## src/rtl/pro_defs.sv

```systemverilog
// Shared definitions for the processor run controller.
//   state_t : FSM state encodings (3-bit)
//   IMEM_W  : instruction memory word width
package pro_defs;

  localparam int IMEM_W = 32;

  typedef enum logic [2:0] {
    S_IDLE = 3'd0,
    S_LOAD = 3'd1,
    S_ARM  = 3'd2,
    S_RUN  = 3'd3,
    S_DONE = 3'd4
  } state_t;

endpackage

```

## src/rtl/pro_run_ctrl.sv

```systemverilog
// Host-side sequencer for the processor.
// Streams a program into instruction memory (addr 0,1,2,...), parks the bus at
// addr 0, then runs the processor until halt, abort or the cycle budget ends.
// Ports:
//   clock, reset                 rising-edge clock, synchronous active-high reset
//   load_valid/ready/data/last   program word stream from the host
//   start, halt, abort           run control
//   addr, wr, wdata, working     processor-side bus (all registered)
//   busy, done, err              status; done is a 1-cycle pulse, err is sticky
//   load_count, run_cycles       words in the current program, cycles of last run
module pro_run_ctrl
  import pro_defs::*;
#(
  parameter int IMEM_DEPTH = 256,
  parameter int MAX_RUN    = 25,
  localparam int CW        = $clog2(IMEM_DEPTH) + 1
) (
  input  logic              clock,
  input  logic              reset,
  input  logic              load_valid,
  output logic              load_ready,
  input  logic [IMEM_W-1:0] load_data,
  input  logic              load_last,
  input  logic              start,
  input  logic              halt,
  input  logic              abort,
  output logic [31:0]       addr,
  output logic              wr,
  output logic [IMEM_W-1:0] wdata,
  output logic              working,
  output logic              busy,
  output logic              done,
  output logic              err,
  output logic [CW-1:0]     load_count,
  output logic [31:0]       run_cycles
);

  localparam logic [CW-1:0] DEPTH_C   = CW'(IMEM_DEPTH);
  localparam logic [31:0]   RUN_LAST  = 32'(MAX_RUN - 1);
  localparam bit            BUDGET_ON = (MAX_RUN != 0);

  state_t        state;
  logic [CW-1:0] ptr;
  logic [CW-1:0] ptr_inc;
  logic          accept;
  logic          run_end;

  assign accept  = load_valid && load_ready;
  assign ptr_inc = ptr + CW'(1);
  // halt and budget expiry together still make a single end
  assign run_end = halt || (BUDGET_ON && (run_cycles == RUN_LAST));

  always_ff @(posedge clock) begin
    if (reset) begin
      state      <= S_IDLE;
      ptr        <= '0;
      load_ready <= 1'b1;
      addr       <= '0;
      wr         <= 1'b0;
      wdata      <= '0;
      working    <= 1'b0;
      busy       <= 1'b0;
      done       <= 1'b0;
      err        <= 1'b0;
      load_count <= '0;
      run_cycles <= '0;
    end else if (abort) begin
      // abort wins over everything else; err and counters are left alone
      state      <= S_IDLE;
      ptr        <= '0;
      load_ready <= 1'b1;
      addr       <= '0;
      wr         <= 1'b0;
      wdata      <= '0;
      working    <= 1'b0;
      busy       <= 1'b0;
      done       <= 1'b0;
    end else begin
      wr   <= 1'b0;
      done <= 1'b0;
      case (state)
        S_IDLE: begin
          ptr        <= '0;
          load_ready <= 1'b1;
          if (accept) begin
            // first word of a new program: restart counters and clear err
            addr       <= '0;
            wr         <= 1'b1;
            wdata      <= load_data;
            ptr        <= CW'(1);
            load_count <= CW'(1);
            run_cycles <= '0;
            err        <= 1'b0;
            busy       <= 1'b1;
            if (load_last) begin
              state      <= S_ARM;
              load_ready <= 1'b0;
            end else begin
              state      <= S_LOAD;
              load_ready <= (CW'(1) < DEPTH_C);
            end
          end
        end
        S_LOAD: begin
          if (accept) begin
            addr       <= 32'(ptr);
            wr         <= 1'b1;
            wdata      <= load_data;
            ptr        <= ptr_inc;
            load_count <= load_count + CW'(1);
            if (load_last) begin
              state      <= S_ARM;
              load_ready <= 1'b0;
            end else begin
              load_ready <= (ptr_inc < DEPTH_C);
            end
          end else if (ptr == DEPTH_C) begin
            // memory full and no last word seen: flag overflow, drop the rest
            err        <= 1'b1;
            state      <= S_ARM;
            load_ready <= 1'b0;
          end
        end
        S_ARM: begin
          // park the bus one cycle after the final write
          load_ready <= 1'b0;
          addr       <= '0;
          wdata      <= '0;
          if (start) begin
            working    <= 1'b1;
            run_cycles <= '0;
            state      <= S_RUN;
          end
        end
        S_RUN: begin
          run_cycles <= run_cycles + 32'd1;
          if (run_end) begin
            working <= 1'b0;
            done    <= 1'b1;
            state   <= S_DONE;
          end
        end
        S_DONE: begin
          state      <= S_IDLE;
          busy       <= 1'b0;
          load_ready <= 1'b1;
          ptr        <= '0;
        end
        default: begin
          state      <= S_IDLE;
          busy       <= 1'b0;
          working    <= 1'b0;
          load_ready <= 1'b1;
          ptr        <= '0;
        end
      endcase
    end
  end

endmodule

```

## config.mk

```make
export PLATFORM = sky130hd
export DESIGN_NAME = pro_run_ctrl
export DESIGN_NICKNAME = d
export VERILOG_FILES = /design/src/rtl/pro_defs.sv /design/src/rtl/pro_run_ctrl.sv
export SDC_FILE = /design/constraint.sdc
export NUM_CORES = 1
export LEC_CHECK = 0
export BUFFER_PORTS_ARGS = -buffer_cell sky130_fd_sc_hd__buf_2
export CAP_MARGIN = 20
export CORE_ASPECT_RATIO = 0.9
export CORE_UTILIZATION = 46
export DETAILED_ROUTE_END_ITERATION = 10
export PLACE_DENSITY_LB_ADDON = 0.2
export SLEW_MARGIN = 20
export SYNTH_ARGS = -nofsm -noshare
export SYNTH_HDL_FRONTEND = slang
export SYNTH_SLANG_ARGS = --single-unit
```

## constraint.sdc

```tcl
create_clock -name clock -period 1.7 [get_ports clock]
set_input_delay 0.34 -clock clock [delete_from_list [all_inputs] [get_ports clock]]
set_output_delay 0.34 -clock clock [all_outputs]
set_load 0.005 [all_outputs]
```

## Word level (Yosys, flattened, before mapping)

Index checks and enable logic that the tools add are counted.

| storage, ports and cells | value |
|---|---|
| flip-flop bits (word level) | 123 |
| input port bits | 39 |
| output and inout port bits | 111 |
| word-level logic and storage cells | 99 |

| operators by class | value |
|---|---|
| add/sub/neg operators | 3 |
| order comparisons | 1 |
| equality and inequality tests | 15 |
| muxes and demuxes | 38 |
| bitwise operators | 6 |
| reduce and logical (&&, ||, !) cells | 24 |

Operators with widths:

| kind | count |
|---|---|
| $pmux 32 s3 | 2 |
| $mux 32 | 4 |
| $pmux 32 s2 | 1 |
| $add 32x1->32 const B | 1 |
| $eq 32x5->1 const B | 1 |
| $mux 9 | 3 |
| $pmux 9 s3 | 1 |
| $add 9x1->9 const B | 2 |
| $mux 3 | 6 |
| $pmux 9 s2 | 1 |
| $mux 1 | 14 |
| $ne 2x2->1 const B | 6 |
| $pmux 3 s4 | 1 |
| $reduce_or 3->1 | 4 |
| $reduce_and 5->1 | 2 |
| $eq 9x9->1 const B | 1 |
| $lt 9x9->1 const B | 1 |
| $reduce_and 2->1 | 4 |
| $reduce_and 4->1 | 2 |
| $eq 3x2->1 const B | 2 |
| $ne 3x3->1 const B | 2 |
| $not 1->1 | 6 |
| $reduce_and 3->1 | 2 |
| $reduce_bool 3->1 | 2 |
| other kinds (12) | 16 |

## Depth between registers and ports, before layout

Gate-level depths: netlist of run 1.

| logic depth | value |
|---|---|
| depth in word-level cells | 5 |
| depth in mapped cells | 8 |
| depth with buffers taken out | 7 |

## Worst setup path after synthesis of run 1

OpenSTA, ideal clock, no wires.

| path | value |
|---|---|
| kind | flip-flop to flip-flop |
| start | register run_cycles[0] |
| end | register run_cycles[24] |
| setup time | 0.070 ns |
| arrival | 1.764 ns |
| data required time | 1.630 ns |
| path slack | -0.134 ns |
| stages on the path, launching flop included | 8 |
| buffers on the path | 1 |
| period minus slack after synthesis | 1.834 ns |
| path through | dfxtp_1 ha_1 and4_1 and4_1 buf_2 nand3_1 or3_1 a21oi_1 |

| between the ends | value |
|---|---|
| longest elaborated chain between the ends | 2 |

RTL lines:

| element | line | text |
|---|---|---|
| start: declaration | pro_run_ctrl.sv:35 | `output logic [31:0] run_cycles` |
| start signal: assignment | pro_run_ctrl.sv:136 | `run_cycles <= run_cycles + 32'd1;` |
| $add 32x1->32 | pro_run_ctrl.sv:136 |  |
| $pmux 32 s3 | pro_run_ctrl.sv:81 | `case (state)` |

Every way passes these cells.
A chain may end at the register's enable or synchronous reset.

## Final worst setup path of run 1

| path | value |
|---|---|
| start | register state[1] |
| end | register run_cycles[27] |

| between the ends | value |
|---|---|
| longest elaborated chain between the ends | 3 |
| elaborated cells on any way between the ends | 8 |
| classes of those cells | eq/ne: 4; mux: 1; reduce/logical: 3 |

RTL lines:

| element | line | text |
|---|---|---|
| start: declaration | pro_run_ctrl.sv:42 | `state_t state;` |
| start signal: assignment | pro_run_ctrl.sv:55 | `state <= S_IDLE;` |
| start signal: assignment | pro_run_ctrl.sv:69 | `state <= S_IDLE;` |
| start signal: assignment | pro_run_ctrl.sv:96 | `state <= S_ARM;` |
| $eq 3x2->1 or $logic_not 3->1 (tied branches) | pro_run_ctrl.sv:81 |  |
| $ne 2x2->1 (no line) or $reduce_bool 3->1 (tied branches) | n/a |  |
| $reduce_and 4->1 (no line) | n/a |  |

Parallel ways exist; a longest one is shown, timed or not.

==> results of run 1 <==
[area by class of cell]
class	count	share of cell area, %
tap	122	2.41
clock inverter	7	1.30
inverter	10	0.631
clock buffer	9	1.95
multi-input combinational	412	39.4
sequential	100	31.8
timing repair buffer	216	22.5
[final timing paths]
path | end | slack, ps | cells after the start
worst min-delay path | wdata[19]$_SDFFE_PP0P_ | 210 | 3
worst max register to register | run_cycles[27]$_SDFFE_PP0P_ | -200 | 6
worst min register to register | wdata[29]$_SDFFE_PP0P_ | 450 | 2
worst max-delay path | run_cycles[27]$_SDFFE_PP0P_ | -200 | 6
[cell families (layout without fill, tap and decap cells)]
| logic type | count (synthesis) | after routing | synth area share, % |
|---|---|---|---|
| compound gates | 99 | 99 | 12.8 |
| xor+xnor | 33 | 33 | 6.38 |
| fa+ha+maj | 5 | 5 | 1.38 |
| buf+inv | 65 | 242 | 7.51 |
| flops | 100 | 100 | 44.2 |
| mux | 2 | 2 | 0.442 |
| other cells | 1 | 23 | 0.0828 |
| simple gates | 250 | 250 | 27.3 |
[cells in the final DEF (no fill, tap or decap), types with 4 or more instances in the layout]
cell       synthesis  routed
a21oi_1           62      58
buf_4             23      80
o2111ai_1          4       4
nand2_1           66      65
nor2_1            47      44
inv_1             10       8
buf_2              8     126
xnor2_1            4       4
nand3_1           61      55
dfxtp_1          100      93
clkbuf_8           0       9
and4_1             5       5
nand3_2            0       6
and3_1             8       8
xor2_1            29      29
conb_1             1      23
dfxtp_2            0       4
nor4_1            10       5
or3_1             14      11
ha_1               5       4
o21ai_0           17      15
nor3_1             8       6
buf_12             0       6
nand4_1           14      14
[per-stage QoR]
| stage | cell area [µm²] | power (mW) | utilization (%) | setup TNS (ps) | hold WS, ps |
|---|---|---|---|---|---|
| floorplan | 4630 | 2.85 | - | -822 | 409 |
| detailed placement | 5790 | 3.08 | 62.1 | -6670 | 440 |
| global route | 6340 | 4.92 | 68.0 | -7730 | 193 |
| global placement | 5790 | 3.07 | 62.1 | -5880 | 435 |
| CTS | 6060 | 4.65 | 64.9 | -2950 | 191 |
| finish | 6340 | 4.70 | 68.0 | -4030 | 207 |
[state kept, by name (all words and copies together), names as in the netlist]
name        flops
state           3
wdata          32
done            1
ptr             9
run_cycles     32
load_ready      1
working         1
busy            1
err             1
addr            9
load_count      9
wr              1
[layer usage]
metal | up-vias | part of all wire [%]
met1 | 2147 | 44
li1 | 2291 | -
met5 | - | 0
met4 | 0 | 1.3
met3 | 20 | 6.3
met2 | 163 | 48
[power breakdown]
group | switching (mW) | internal (mW) | total [mW]
clock | 0.871 | 0.701 | 1.57
sequential | 0.0309 | 2.39 | 2.42
combinational | 0.389 | 0.322 | 0.711
total | 1.29 | 3.41 | 4.70
[critical path: stages (launching register included)]
cell       delay, ps
dfxtp_4          370
nand3b_4         170
a2111oi_4        290
buf_4            200
nand3_2          140
or4_1            490
a21oi_1          160
[what timing repair did]
item                                    CTS  global route
pin swaps                                 6            13
endpoints found under the setup margin   40            66
buffers inserted                          0             4
hold buffers                              0             0
cloned                                    0             2
gates resized for setup                  15            44
==> metrics.cfg, run 1 <==
[cts]
h-tree-depth=3
numCtsBuffers=9
clkLatencyLatePin_ps=370
clock-root-buffer=clkbuf_8
cts_tree=yes
clock_sinks=100
clk_path_buf_depth=2
cts.clk_slew.worst_paths_ps=110

[floorplan]
coreArea_um2=9330
die_width_um=107
initial_core_util_pct=48.6
num_rows=33
io_pins=150
dieArea_um2=10300
die_h_um=96.2

[route]
dr_total_vias=4621
wl_um=12500
dr.pass1.iters=5
drc=0
drt_iter0_drc=187
drt-wirelength-per-cell_um=14.3
viasPerCell=5.28
ant_nets=0

[synth]
synth.most_common_cell=dfxtp_1
yosys-top-cells-area=dfxtp_1, a21oi_1, nand3_1
synthCells=555
synthFlopType=dfxtp_1
async_reset_ff_share_pct=0
synth_seq_cells=100
yosysWarnings=0
synth-edff-count=0
synth.distinct_cells=45
seq_area_frac_synth_pct=44.2
syn_area_um2=4530
syn_area_per_cell_um2=8.16
synth_top_cell_by_area=dfxtp_1
synthTopCellsByCount=dfxtp_1, nand2_1, a21oi_1, nand3_1, nor2_1
synth_top_area_share_pct=44.2

[global_route]
overflow=0
grt.total_usage_pct=23.1
use_met1_pct=29.8
grt_pass1_wl_um=18900
use_met3_pct=5.62
grt_pass1_vias=4030
grt_max_degree=49
met2_usage_pct=38.9
antenna_found_initial=0
gr-max-usage-layer=met2

[sta]
fin_ws_ps=-199
setup_violations=38
fin_skew_ps=13.2
max_freq_mhz=527
min_period_ps=1900
final_hold_viol_count=0
finalCritPeriodShare_pct=112
slew_headroom_pct=65.6
rsz0062_at_grt=true
slew_violations=0
worst_pin_slew_ps=516

[placement]
portBuffers=126
routabilityCongestion=0.874
dp_hpwl_um=8780
dp.cells=854
preCtsSetupSlack_ps=-292

[pwr]
power.density_nw_per_um2=742
p_leak_nw=2.78
ir_drop_mv=0.503

[outcome]
status=finished with violations
violations=negative setup slack

[min_path]
hp-class=input port to flip-flop
hp-start=load_data[19]

[finish]
final_cells=876
layout-drive-gt1-share_pct=37.4
fill_cells=804
nNetsFinal=793
multiInputGateArea_um2=2500
layout.area.seq_um2=2020
n_antenna_cell=0
area_growth_pct=40.0

[critical_path]
setup.worst_path.start=state[1]$_SDFFE_PP0P_
start_kind=flip-flop
cp_data_required_time_ps=2000
crit_arrival_ps=2200
timing.rr.start=state[1]$_SDFFE_PP0P_
cp_max_fo=5
cp-end-kind=flip-flop
path_class=flip-flop to flip-flop

[flow_run]
maxCapViolCount=0

No activity file was read; power rests on OpenSTA's default activity.
==> run 2, diff against run 1 <==
- CORE_UTILIZATION: 46 -> 51
- clock period: 1.7 -> 2 ns (I/O delays scaled with it)
==> run 2 against run 1 <==
  * The flow now finishes without violations
  * Clock-buffer cell count is the same
  * Total power down 20%
  * Via count shrank 3.9%
  * Global-route usage increased by 1.5 points
  * Sequential share of layout area is 4.1 points higher
  * Routed wire length decreased by 9.4%
  * First-iteration DRC count is 34% higher
  * Sequential power fell by 15%
  * Die area down 9.6%
  * Final area decreased by 11%
  * Highest routed layer unchanged
==> metrics.cfg, run 2 (synthesis results as in run 1) <==
[outcome]
status=complete, no violations

[finish]
top_regs=run_cycles x32, wdata x32
layout_common_cells=buf_2, dfxtp_1, nand2_1, nand3_1, a21oi_1
layout_commonest_cell=buf_2
nNetsFinal=739
area_growth_pct=23.9
final_cells=819
layout-drive-gt1-share_pct=28.3
n_antenna_cell=0
fill_cells=740

[sta]
fin_skew_ps=10.4
slew_violations=0
max_freq_mhz=516
finalCritPeriodShare_pct=96.9
final_hold_viol_count=0
tns_ps=0
setup_violations=0
min_period_ps=1940

[critical_path]
ff2ff_path_depth=6
start_kind=flip-flop
cp-end-kind=flip-flop
regToRegEndpoint=run_cycles[19]$_SDFFE_PP0P_
cp_max_fo=6
path_class=flip-flop to flip-flop
cp_data_required_time_ps=2310
r2r_slack_ps=60
timing.rr.start=state[0]$_SDFFE_PP0P_
crit_arrival_ps=2250

[global_route]
overflow=0
grt_max_degree=49
grt_pass1_vias=3935
antenna_found_initial=0
grt_pass1_wl_um=18300
grt.total_usage_pct=24.6

[route]
dr.pass1.iters=8
ant_nets=0
drc=0
wl_um=11400
dr_total_vias=4442
drt-wirelength-per-cell_um=13.9
drt_iter0_drc=251
viasPerCell=5.42

[pwr]
power_mw=3.75
ir_drop_mv=0.436
power.density_nw_per_um2=668
p_leak_nw=2.42

[cts]
clock_sinks=100
clock-root-buffer=clkbuf_8
h-tree-depth=3
cts.clk_slew.worst_paths_ps=100
cts_tree=yes
clkLatencyLatePin_ps=370
clk_path_buf_depth=2
numCtsBuffers=9
cts-hold-fix-buffers=0

[floorplan]
coreArea_um2=8610
io_pins=150
initial_core_util_pct=52.6
num_rows=32
die_h_um=91.4
dieArea_um2=9260
die_width_um=101

[placement]
dp.cells=801
routabilityCongestion=0.923
dp_hpwl_um=8050
portBuffers=126

[min_path]
min_path_cells=3
holdPathEnd=wdata[23]$_SDFFE_PP0P_
hp-start=load_data[23]
hp-class=input port to flip-flop

[flow_run]
maxCapViolCount=0

[run 2: changes by cell type in the layout (fill, tap and decap cells not counted), moves of 4 or more]
| cell | delta |
|---|---|
| nand3_1 | +5 |
| buf_12 | -4 |
| nor4_1 | +4 |
| buf_4 | -46 |
| nand3_2 | -5 |
[run 2: layout make-up]
class	instances	area, µm²	area share, %
clock inverters	7	57.6	1.02
clock buffers	9	124	2.21
well taps	119	149	2.65
flip-flops and latches	100	2010	35.9
inverters	10	37.5	0.668
multi-input cells	412	2310	41.1
repair buffers	162	926	16.5
[run 2: critical path: stages (launching register included)]
cell,delay [ps]
dfxtp_2,360
nor2b_2,190
a2111oi_4,440
buf_4,220
nand4_1,160
or3_1,410
a21oi_2,120
[run 2: through the flow]
stage | cell area, µm² | hold WS (ps) | utilization (%) | setup WS, ps
after floorplan | 4610 | 448 | - | 166
after global placement | 5370 | 435 | 62.4 | 5.51
after detailed placement | 5370 | 441 | 62.4 | -109
after CTS | 5570 | 257 | 64.7 | 40.1
after global routing | 5620 | 265 | 65.2 | -24.7
final | 5620 | 271 | 65.2 | 61.4
[run 2: worst max path at each step]
| stage | from | to | slack (ps) | cells past startpoint |
|---|---|---|---|---|
| after floorplan | run_cycles[0]$_SDFFE_PP0P_ | run_cycles[24]$_SDFFE_PP0P_ | 170 | 7 |
| after global placement | start | run_cycles[13]$_SDFFE_PP0P_ | 6 | 7 |
| after detailed placement | start | run_cycles[19]$_SDFFE_PP0P_ | -110 | 7 |
| after CTS | state[1]$_SDFFE_PP0P_ | run_cycles[27]$_SDFFE_PP0P_ | 40 | 5 |
| after global routing | state[0]$_SDFFE_PP0P_ | run_cycles[19]$_SDFFE_PP0P_ | -20 | 6 |
| final | state[0]$_SDFFE_PP0P_ | run_cycles[19]$_SDFFE_PP0P_ | 60 | 6 |
[run 2: where the power goes]
| part | internal, mW | switching, mW | total, mW |
|---|---|---|---|
| Sequential | 2.03 | 0.0276 | 2.06 |
| Combinational | 0.190 | 0.295 | 0.485 |
| Clock | 0.470 | 0.739 | 1.21 |
[run 2: repair_timing]
action / CTS / global route
pin swaps: 1 / 5
resized for setup: 1 / 16
buffers inserted: 1 / 1
endpoints found under the setup margin: 7 / 14
[run 2: per-layer routing]
metal	track usage (%)	up-vias	share of wire [%]
met2	38.8	152	48
met1	33.0	2108	45
met5	0	-	0
met3	5.47	14	5.4
met4	8.09	0	1.2
li1	-	2168	-
